==> src/rtl/aes_pkg.sv <==
// Shared AES definitions for the column-mixing datapath:
// field polynomial, coefficient rows, FSM states, GF helpers.
package aes_pkg;

  localparam logic [7:0] AES_POLY = 8'h1B;

  // Circulant first rows, byte 0 in the MSB.
  localparam logic [31:0] FWD_ROW = 32'h02030101;
  localparam logic [31:0] INV_ROW = 32'h0E0B0D09;

  typedef enum logic [1:0] {
    IDLE,
    BUSY,
    DONE
  } mc_state_e;

  function automatic logic [7:0] xtime(
    input logic [7:0] a
  );
    return {a[6:0], 1'b0} ^ (a[7] ? AES_POLY : 8'h00);
  endfunction

  // Multiply by a coefficient below 16 using
  // a fixed xtime chain; c selects which powers are summed.
  function automatic logic [7:0] gf_mul4(
    input logic [7:0] a,
    input logic [3:0] c
  );
    logic [7:0] x2;
    logic [7:0] x4;
    logic [7:0] x8;
    x2 = xtime(a);
    x4 = xtime(x2);
    x8 = xtime(x4);
    return ({8{c[0]}} & a)
         ^ ({8{c[1]}} & x2)
         ^ ({8{c[2]}} & x4)
         ^ ({8{c[3]}} & x8);
  endfunction

endpackage

==> src/rtl/mix_column_gf.sv <==
// Combinational (Inv)MixColumns on one 32-bit column.
// col_in/col_out: byte 0 in [31:24]; inv selects the inverse.
module mix_column_gf
  import aes_pkg::*;
(
  input  logic [31:0] col_in,
  input  logic        inv,
  output logic [31:0] col_out
);

  logic [31:0] row;

  assign row = inv ? INV_ROW : FWD_ROW;

  // Output byte r takes coefficient row[(j-r) mod 4]
  // against input byte j; only the low nibble is nonzero.
  always_comb begin
    col_out = '0;
    for (int r = 0; r < 4; r++) begin
      for (int j = 0; j < 4; j++) begin
        col_out[31-8*r -: 8] = col_out[31-8*r -: 8]
          ^ gf_mul4(col_in[31-8*j -: 8],
                    row[27-8*((j-r)&3) -: 4]);
      end
    end
  end

endmodule

==> src/rtl/mix_columns_iter.sv <==
// Iterative AES MixColumns/InvMixColumns over the 128-bit state,
// COLS_PER_CYCLE columns per clock, valid/ready on both sides.
module mix_columns_iter
  import aes_pkg::*;
#(
  parameter int COLS_PER_CYCLE = 1,
  parameter int TAG_W          = 4
) (
  input  logic             clk,
  input  logic             rst_n,
  input  logic             in_valid,
  output logic             in_ready,
  input  logic [127:0]     in_state,
  input  logic             in_inv,
  input  logic [TAG_W-1:0] in_tag,
  input  logic             flush,
  output logic             out_valid,
  input  logic             out_ready,
  output logic [127:0]     out_state,
  output logic [TAG_W-1:0] out_tag,
  output logic             busy
);

  localparam int C = COLS_PER_CYCLE;

  if (!(C == 1 || C == 2 || C == 4)) begin : g_bad_cols
    $error("COLS_PER_CYCLE must be 1, 2 or 4");
  end

  if (TAG_W < 1) begin : g_bad_tag
    $error("TAG_W must be at least 1");
  end

  // With C=4 the step wraps to 0 and idx stays 0.
  localparam logic [1:0] STEP     = 2'(C);
  localparam logic [1:0] LAST_IDX = 2'(4 - C);

  mc_state_e        state_q;
  mc_state_e        state_d;
  logic [127:0]     work_q;
  logic [127:0]     work_d;
  logic [1:0]       idx_q;
  logic [1:0]       idx_d;
  logic             inv_q;
  logic [TAG_W-1:0] tag_q;
  logic             accept;

  logic [1:0]  col_idx [C];
  logic [31:0] col_in  [C];
  logic [31:0] col_out [C];

  for (genvar g = 0; g < C; g++) begin : g_col
    assign col_idx[g] = idx_q + 2'(g);
    assign col_in[g]  = work_q[127-32*col_idx[g] -: 32];

    mix_column_gf u_mix (
      .col_in  (col_in[g]),
      .inv     (inv_q),
      .col_out (col_out[g])
    );
  end

  always_comb begin
    state_d   = state_q;
    work_d    = work_q;
    idx_d     = idx_q;
    in_ready  = 1'b0;
    out_valid = 1'b0;
    accept    = 1'b0;

    unique case (state_q)
      IDLE: begin
        in_ready = 1'b1;
      end
      BUSY: begin
        for (int g = 0; g < C; g++) begin
          work_d[127-32*col_idx[g] -: 32] = col_out[g];
        end
        idx_d = idx_q + STEP;
        if (idx_q == LAST_IDX) begin
          state_d = DONE;
        end
      end
      DONE: begin
        out_valid = 1'b1;
        in_ready  = out_ready;
        if (out_ready) begin
          state_d = IDLE;
        end
      end
      default: begin
        state_d = IDLE;
      end
    endcase

    accept = in_valid && in_ready && !flush;

    if (accept) begin
      work_d  = in_state;
      idx_d   = '0;
      state_d = BUSY;
    end

    // Abort freezes the work register at its current value.
    if (flush) begin
      work_d  = work_q;
      idx_d   = '0;
      state_d = IDLE;
    end
  end

  always_ff @(posedge clk or negedge rst_n) begin
    if (!rst_n) begin
      state_q <= IDLE;
      work_q  <= '0;
      idx_q   <= '0;
      inv_q   <= 1'b0;
      tag_q   <= '0;
    end else begin
      state_q <= state_d;
      work_q  <= work_d;
      idx_q   <= idx_d;
      if (accept) begin
        inv_q <= in_inv;
        tag_q <= in_tag;
      end
    end
  end

  assign out_state = work_q;
  assign out_tag   = tag_q;
  assign busy      = (state_q != IDLE);

endmodule

==> config.mk <==
export PLATFORM = sky130hd
export DESIGN_NAME = mix_columns_iter
export DESIGN_NICKNAME = d
export VERILOG_FILES = /design/src/rtl/aes_pkg.sv /design/src/rtl/mix_column_gf.sv /design/src/rtl/mix_columns_iter.sv
export SDC_FILE = /design/constraint.sdc
export NUM_CORES = 1
export LEC_CHECK = 0
export BUFFER_PORTS_ARGS = -buffer_cell sky130_fd_sc_hd__buf_2
export CAP_MARGIN = 0
export CELL_PAD_IN_SITES_DETAIL_PLACEMENT = 1
export CELL_PAD_IN_SITES_GLOBAL_PLACEMENT = 2
export CORE_UTILIZATION = 37
export CTS_BUF_LIST = sky130_fd_sc_hd__clkbuf_8
export DETAILED_ROUTE_END_ITERATION = 6
export PLACE_DENSITY_LB_ADDON = 0.2
export SYNTH_ARGS = -nofsm -noshare
export SYNTH_HDL_FRONTEND = slang
export SYNTH_SLANG_ARGS = --single-unit
==> constraint.sdc <==
create_clock -name clk -period 4.45 [get_ports clk]
set_input_delay 0.445 -clock clk [delete_from_list [all_inputs] [get_ports clk]]
set_output_delay 0.445 -clock clk [all_outputs]
set_load 0.02 [all_outputs]
==> flow_summary_export.csv, run 1 <==
group,metric,value,unit
final_layout,regArea,0.00343,mm²
synthesis,synthArstFlopShare,1.00,
timing,finalSetupViolCount,0,
clocking,cts.htree.levels,4,
routing,antenna_left,0,
routing,remaining_drc_errors,0,
routing,route.vias.total,7689,
grt,gr-total-overflow,0,
synthesis,syn-cell-area,0.00918,mm²
timing,worst_pin_slew,0.978,ns
synthesis,netlist_instances,802,
setup_path,path_delay_family,"XOR/XNOR gates",
synthesis,ys_ff_latch,137,
place,gp_congestion,0.876,
place,dp.final_hpwl,26400,µm
routing,vias_per_cell,5.54,
die,die_w,160,µm
routing,routedWlPerCell,25.1,µm
setup_path,crit_chain,"buf_4 -> mux4_2 -> xor3_2 -> xor2_1 -> nand2_1 -> xnor2_1 -> xnor3_1 -> o21ai_1",
die,start_util,0.378,
final_layout,multi_input_area,0.00543,mm²
die,boundaryPins,273,
clocking,cts_hold_buf,0,
job,maxCapViolations,0,
synthesis,synthesis.nets,944,
final_layout,finish.utilization,0.465,
clocking,cts_tree,"done",
clocking,cts.sinks,137,
clocking,cts_buffers,17,
synthesis,synth-seq-area-share,0.373,
clocking,clock_latency,0.47,ns
setup_path,crit_path_max_incr_delay,0.75,ns
clocking,postCtsSetupRepairBufs,0,
final_layout,final_nets,1194,
grt,antenna_found_initial,0,
final_layout,drive_gt1_frac,0.376,
die,fp-row-count,57,
die,die_y,160,µm
die,dieArea,0.0254,mm²
synthesis,syn_avg_cell_area,11.4,µm²
clocking,ctsResizeCount,0,
clocking,cts.path.max_buffers,2,
worst_hold_path,hp-class,"primary input to asynchronous set/reset pin",
synthesis,synth_edf_count,0,
status,status,"finished, final reports clean",
final_layout,final_cell_mix,"271 x buf_2, 135 x dfrtp_1, 129 x a22oi_1, 117 x xnor2_1, 86 x o21ai_0",
setup_path,path_class,"register to register",
final_layout,n_fill_cell,2737,
synthesis,yosys_warnings,0,
final_layout,layout_commonest_cell,"buf_2",
grt,grt_pass1_vias,8422,
timing,skew,0.0139,ns
setup_path,worstSetupStartpointType,"register",
final_layout,area_growth,23.3,%
final_layout,antennaDiodeCount,0,
setup_path,arrival,4.17,ns
routing,drt_wl_total,34900,µm
setup_path,cp-end-kind,"register",
timing,finalCriticalPeriod,3.77,ns
timing,slew_headroom,0.345,
timing,period_share,0.847,
synthesis,ys_types,39,
place,port_buffers,272,
routing,drt-initial-drc-count,552,
setup_path,cp_num_buf_inv,1,
grt,grt_max_degree,75,
clocking,cts_root_buf,"clkbuf_8",
die,coreArea,0.0243,mm²
timing,finalHoldViolations,0,
setup_path,cp_max_fo,16,
setup_path,slowest_stage,"dfrtp_2",
timing,tns,0,ns
timing,maxSlewViolCount,0,
setup_path,cp.required,4.85,ns
grt,gr-usage-all-layers,0.278,
clocking,clkTransAtPathRegs,0.09,ns
timing,clock.fmax,265,MHz
grt,grt_pass1_wl,52600,µm
routing,dr.pass1.iters,5,
timing,rsz0062_at_grt,"no",
synthesis,synth_ff_type,"dfrtp_1",
per-stage QoR:
step | hold WS (ns) | instances | instance area (µm²) | setup WS [ns]
after detailed placement | 0.491 | 1357 | 10900 | 0.681
final | 0.00227 | 1389 | 11300 | 0.679
after CTS | 0.00204 | 1389 | 11300 | 0.635
after global routing | 0.0325 | 1389 | 11300 | 0.458
after global placement | 0.486 | 1357 | 10900 | 0.672
after floorplan | 0.149 | 802 | 9180 | 1.40
synth_stat cells, types with 6 or more instances:
cell type	number	area, µm²
dfrtp_1	137	3430
nor2_1	7	26.3
mux4_2	27	608
buf_4	9	67.6
buf_2	12	60.1
o21ai_1	41	205
xor3_1	6	143
inv_1	6	22.5
xor2_1	53	464
o21ai_0	86	430
xnor2_1	117	1020
nand2_1	41	154
xnor2_2	6	97.6
xnor3_1	21	473
clkbuf_1	39	146
a22oi_1	129	968
cell type report:
type,count,area share
clock inverters,15,0.0203
flip-flops and latches,137,0.303
inverters,6,0.00199
multi-input cells,592,0.480
well taps,324,0.0358
repair buffers,298,0.138
clock buffers,17,0.0207
worst register-to-register path, stage by stage (launching register included):
cell     delay, ns
dfrtp_2       0.75
buf_4         0.31
mux4_2        0.72
xor3_2        0.57
xor2_1        0.18
nand2_1       0.11
xnor2_1       0.31
xnor3_1       0.59
o21ai_1       0.18
worst paths after layout:
kind | start | end | slack (ns) | cells after the start
worst min register to register | out_tag[2] | out_tag[2] | 0.51 | 1
worst min-delay path | rst_n | out_state[21] | 0.002 | 1
min in group clk | in_tag[3] | out_tag[3] | 0.20 | 2
max in group asynchronous | rst_n | out_state[9] | 3.43 | 2
worst max-delay path | idx_q[0] | out_state[78] | 0.68 | 8
worst max register to register | idx_q[0] | out_state[78] | 0.68 | 8
cells by family after synthesis:
family | share of synthesized area
adders and majority gates | 0.00545
DFF | 0.373
AOI/OAI and AO/OA | 0.183
xor gates and xnor gates | 0.279
buffers and inverters | 0.0402
and+or+nand+nor | 0.0303
muxes | 0.0889
registers in the layout, summed over array words and instances, names as in the netlist:
name and flops:
out_state 128, out_tag 4, idx_q 2, state_q 2, inv_q 1
per-layer routing:
metal / share of wire / wire, µm / vias up / GRT usage
li1: - / - / 3427 / -
met1: 0.43 / 15100 / 3976 / 0.373
met2: 0.50 / 17600 / 257 / 0.469
met3: 0.049 / 1710 / 29 / 0.0508
met4: 0.012 / 428 / 0 / 0.0586
met5: 0 / 0 / - / 0
Power of run 1 is not shown: default switching activity piles up to over one toggle a cycle in this logic, so the estimate is an artifact.
==> inputs of run 2 (changes only) <==
--- a/config.mk
+++ b/config.mk
@@ -5,11 +5,12 @@
 export SDC_FILE = /design/constraint.sdc
 export NUM_CORES = 1
 export LEC_CHECK = 0
+export ABC_AREA = 1
 export BUFFER_PORTS_ARGS = -buffer_cell sky130_fd_sc_hd__buf_2
 export CAP_MARGIN = 0
 export CELL_PAD_IN_SITES_DETAIL_PLACEMENT = 1
 export CELL_PAD_IN_SITES_GLOBAL_PLACEMENT = 2
-export CORE_UTILIZATION = 37
+export CORE_UTILIZATION = 27
 export CTS_BUF_LIST = sky130_fd_sc_hd__clkbuf_8
 export DETAILED_ROUTE_END_ITERATION = 6
 export PLACE_DENSITY_LB_ADDON = 0.2
==> constraint.sdc (replaced) <==
create_clock -name clk -period 3.15 [get_ports clk]
set_input_delay 0.315 -clock clk [delete_from_list [all_inputs] [get_ports clk]]
set_output_delay 0.315 -clock clk [all_outputs]
set_load 0.02 [all_outputs]
==> run 2 against run 1 <==
  * First-iteration DRC count is 76% higher
  * Register-to-register slack worse by 0.54 ns
  * Area after synthesis is 42% higher
  * Worst hold slack better by 0.043 ns
  * Design area is 43% higher
  * Via count is 96% higher
  * Count of clock-buffer cells in the layout is 2 higher
  * Wire length is 85% higher
  * Worst setup slack worse by 0.54 ns
  * Core utilization is 13 points lower
  * Critical endpoint is now out_state[82]
==> flow_summary_export.csv, run 2 <==
group,metric,value,unit
status,status,"finished, final reports clean",
clocking,cts.sinks,137,
setup_path,cp_max_fo,39,
final_layout,finish.utilization,0.338,
setup_path,slowest_stage,"dfrtp_4",
timing,finalSetupViolCount,0,
setup_path,rrSetupSlack,0.14,ns
synthesis,synthesis.nets,2210,
grt,grtUsageMet1,0.371,
timing,whs,0.0455,ns
grt,gr-usage-all-layers,0.263,
die,dieArea,0.0492,mm²
synthesis,synth_ff_type,"dfrtp_1",
grt,grt_pass1_wl,96800,µm
die,boundaryPins,273,
place,placed_cell_area,0.0154,mm²
timing,finalCriticalPeriod,3.01,ns
synthesis,synth-seq-area-share,0.263,
synthesis,synthTopCellsByCount,"883 x nand2_1, 288 x nand3_1, 202 x inv_1",
timing,slew_headroom,0.181,
routing,antenna_left,0,
final_layout,final_area,0.0161,mm²
synthesis,synthTopCellsByArea,"dfrtp_1 26%, nand2_1 25%, nand3_1 11%",
timing,maxSlewViolCount,0,
synthesis,syn_avg_cell_area,6.31,µm²
clocking,clock_latency,0.52,ns
grt,grt_use_met2,0.406,
routing,dr.pass1.iters,5,
synthesis,yosys_warnings,0,
routing,routedWlPerCell,21.6,µm
setup_path,path_class,"register to register",
routing,drt_wl_total,64600,µm
final_layout,largest_register_ffs,128,
setup_path,cp-end-kind,"register",
setup_path,cpMostUsedCell,"nand2_1",
synthesis,netlist_instances,2068,
place,gp_congestion,0.941,
die,coreArea,0.0477,mm²
clocking,cts.htree.levels,4,
clocking,cts_root_buf,"clkbuf_8",
timing,period_share,0.956,
synthesis,syn-cell-area,0.0130,mm²
worst_hold_path,hp-class,"primary input to register",
die,die_w,222,µm
die,start_util,0.273,
grt,grt_pass1_vias,15500,
grt,busiest_layer,"met2",
pwr,vdd_ir_drop_max,0.000397,V
setup_path,crit_path_max_incr_delay,0.55,ns
worst_hold_path,holdPathEnd,"out_state[16]",
setup_path,reg2reg_to,"out_state[82]",
setup_path,arrival,3.46,ns
grt,gr-total-overflow,0,
timing,finalHoldViolations,0,
routing,route.vias.total,15100,
synthesis,synth_top_area_share,0.263,
synthesis,synth.largest_area_cell,"dfrtp_1",
clocking,cts_buffers,17,
setup_path,cp_num_buf_inv,4,
clocking,cts_tree,"done",
die,die_y,222,µm
setup_path,path_delay_family,"simple AND/OR/NAND/NOR gates",
final_layout,multi_input_area,0.00841,mm²
timing,rsz0062_at_grt,"yes",
synthesis,ys_ff_latch,137,
setup_path,cp.required,3.60,ns
grt,grt_max_degree,121,
grt,grt_use_met3,0.0553,
job,maxCapViolations,0,
timing,clock.fmax,332,MHz
pwr,power_density,1230,mW/mm²
final_layout,regArea,0.00343,mm²
setup_path,r2r_start,"idx_q[0]",
timing,worst_pin_slew,1.22,ns
final_layout,final_cell_mix,"869 x nand2_1, 287 x nand3_1, 271 x buf_2, 203 x inv_1, 134 x dfrtp_1",
final_layout,layout_commonest_cell,"nand2_1",
routing,drt-initial-drc-count,972,
synthesis,ys_types,37,
setup_path,reg2reg_depth,19,
worst_hold_path,holdCritStartpoint,"in_state[16]",
grt,antenna_found_initial,7,
routing,vias_per_cell,5.04,
place,dp.final_hpwl,51700,µm
die,fp-row-count,80,
pwr,p_leak,9.08,nW
synthesis,synthArstFlopShare,1.00,
worst_hold_path,hold_depth,3,
timing,skew,0.0111,ns
setup_path,crit_chain,"buf_16 -> buf_4 -> nand2_2 -> nand2_1 -> nand2_1 -> nand2_2 -> nand2_1 -> nand3_2 -> inv_2 -> nand2_1 -> nand2_1 -> inv_1 -> nand2_1 -> nand2_1 -> nand2_1 -> nand2_1 -> nand2_1 -> nand4_1 -> nand2_1",
setup_path,worstSetupStartpointType,"register",
routing,remaining_drc_errors,0,
place,port_buffers,272,
clocking,clkTransAtPathRegs,0.09,ns
synthesis,yosysMostFrequentCell,"nand2_1",
clocking,cts.path.max_buffers,2,
final_layout,final_nets,2497,
final_layout,area_growth,23.6,%
synthesis,synth_edf_count,0,
final_layout,n_fill_cell,6210,
final_layout,drive_gt1_frac,0.227,
run 2: changes by cell type after synthesis, sizes merged, moves of 28 or more:
cell and delta:
nand2 +918, nand3 +313, inv +215, a22oi -129, o21ai -108, xnor2 -86, nand4 +76, a22o +71
mux4 -32, xor2 +28
run 2: layout make-up:
type | instances | share of cell area
diodes | 2 | 0.000310
clock buffers | 19 | 0.0162
clock inverters | 13 | 0.0109
inverters | 223 | 0.0530
repair buffers | 356 | 0.138
well taps | 615 | 0.0477
flip-flops and latches | 137 | 0.213
multi-input cells | 1620 | 0.521
run 2: power breakdown:
group | internal, mW | switching [mW]
registers | 2.19 | 0.541
logic | 4.59 | 10.7
clock network | 0.898 | 0.804
run 2: how the worst max path moves through the flow:
stage,start,to,slack (ns),cells after the start
after detailed placement,idx_q[0],out_state[117],0.08,15
after floorplan,idx_q[0],out_state[113],0.64,12
after CTS,idx_q[0],out_state[117],0.06,15
after global placement,idx_q[0],out_state[82],0.11,18
after global routing,idx_q[0],out_state[85],-0.02,19
final,idx_q[0],out_state[82],0.14,19
run 2: tightest hold or removal path: stages:
cell and delay, ns:
buf_2 0.09, nand2_1 0.05, nand3_1 0.07
run 2: timing repair:
action	CTS	global route
hold buffers	19	0
endpoints found under the setup margin	0	74
setup buffers	0	1
endpoints found under the hold margin	88	0
resized for setup	0	25
run 2: logic make-up (layout without fill, tap and decap cells):
family	Yosys count	in the layout	share of synthesized area
buffers and inverters	311	611	0.100
xor gates and xnor gates	127	127	0.0916
DFF	137	137	0.263
and+or+nand+nor	1393	1393	0.484
adders and majority gates	4	4	0.00384
other	0	2	0
AOI/OAI and AO/OA	96	96	0.0577
run 2: per-stage QoR:
step	std cells	setup TNS [ns]	worst slack [ns]	power (mW)
final	2985	0	0.138	19.8
after global routing	2985	-0.0416	-0.0208	21.4
after CTS	2982	0	0.0630	19.6
after detailed placement	2931	0	0.0750	17.8
after global placement	2931	0	0.109	17.5
after floorplan	2068	0	0.637	12.2
run 2: routing by layer:
| metal | up-vias | routed length (µm) |
|---|---|---|
| met2 | 371 | 28500 |
| met1 | 7450 | 31200 |
| met4 | 4 | 1180 |
| met5 | - | 34 |
| li1 | 7168 | - |
| met3 | 66 | 3640 |
No activity file was read; power rests on OpenSTA's default activity.
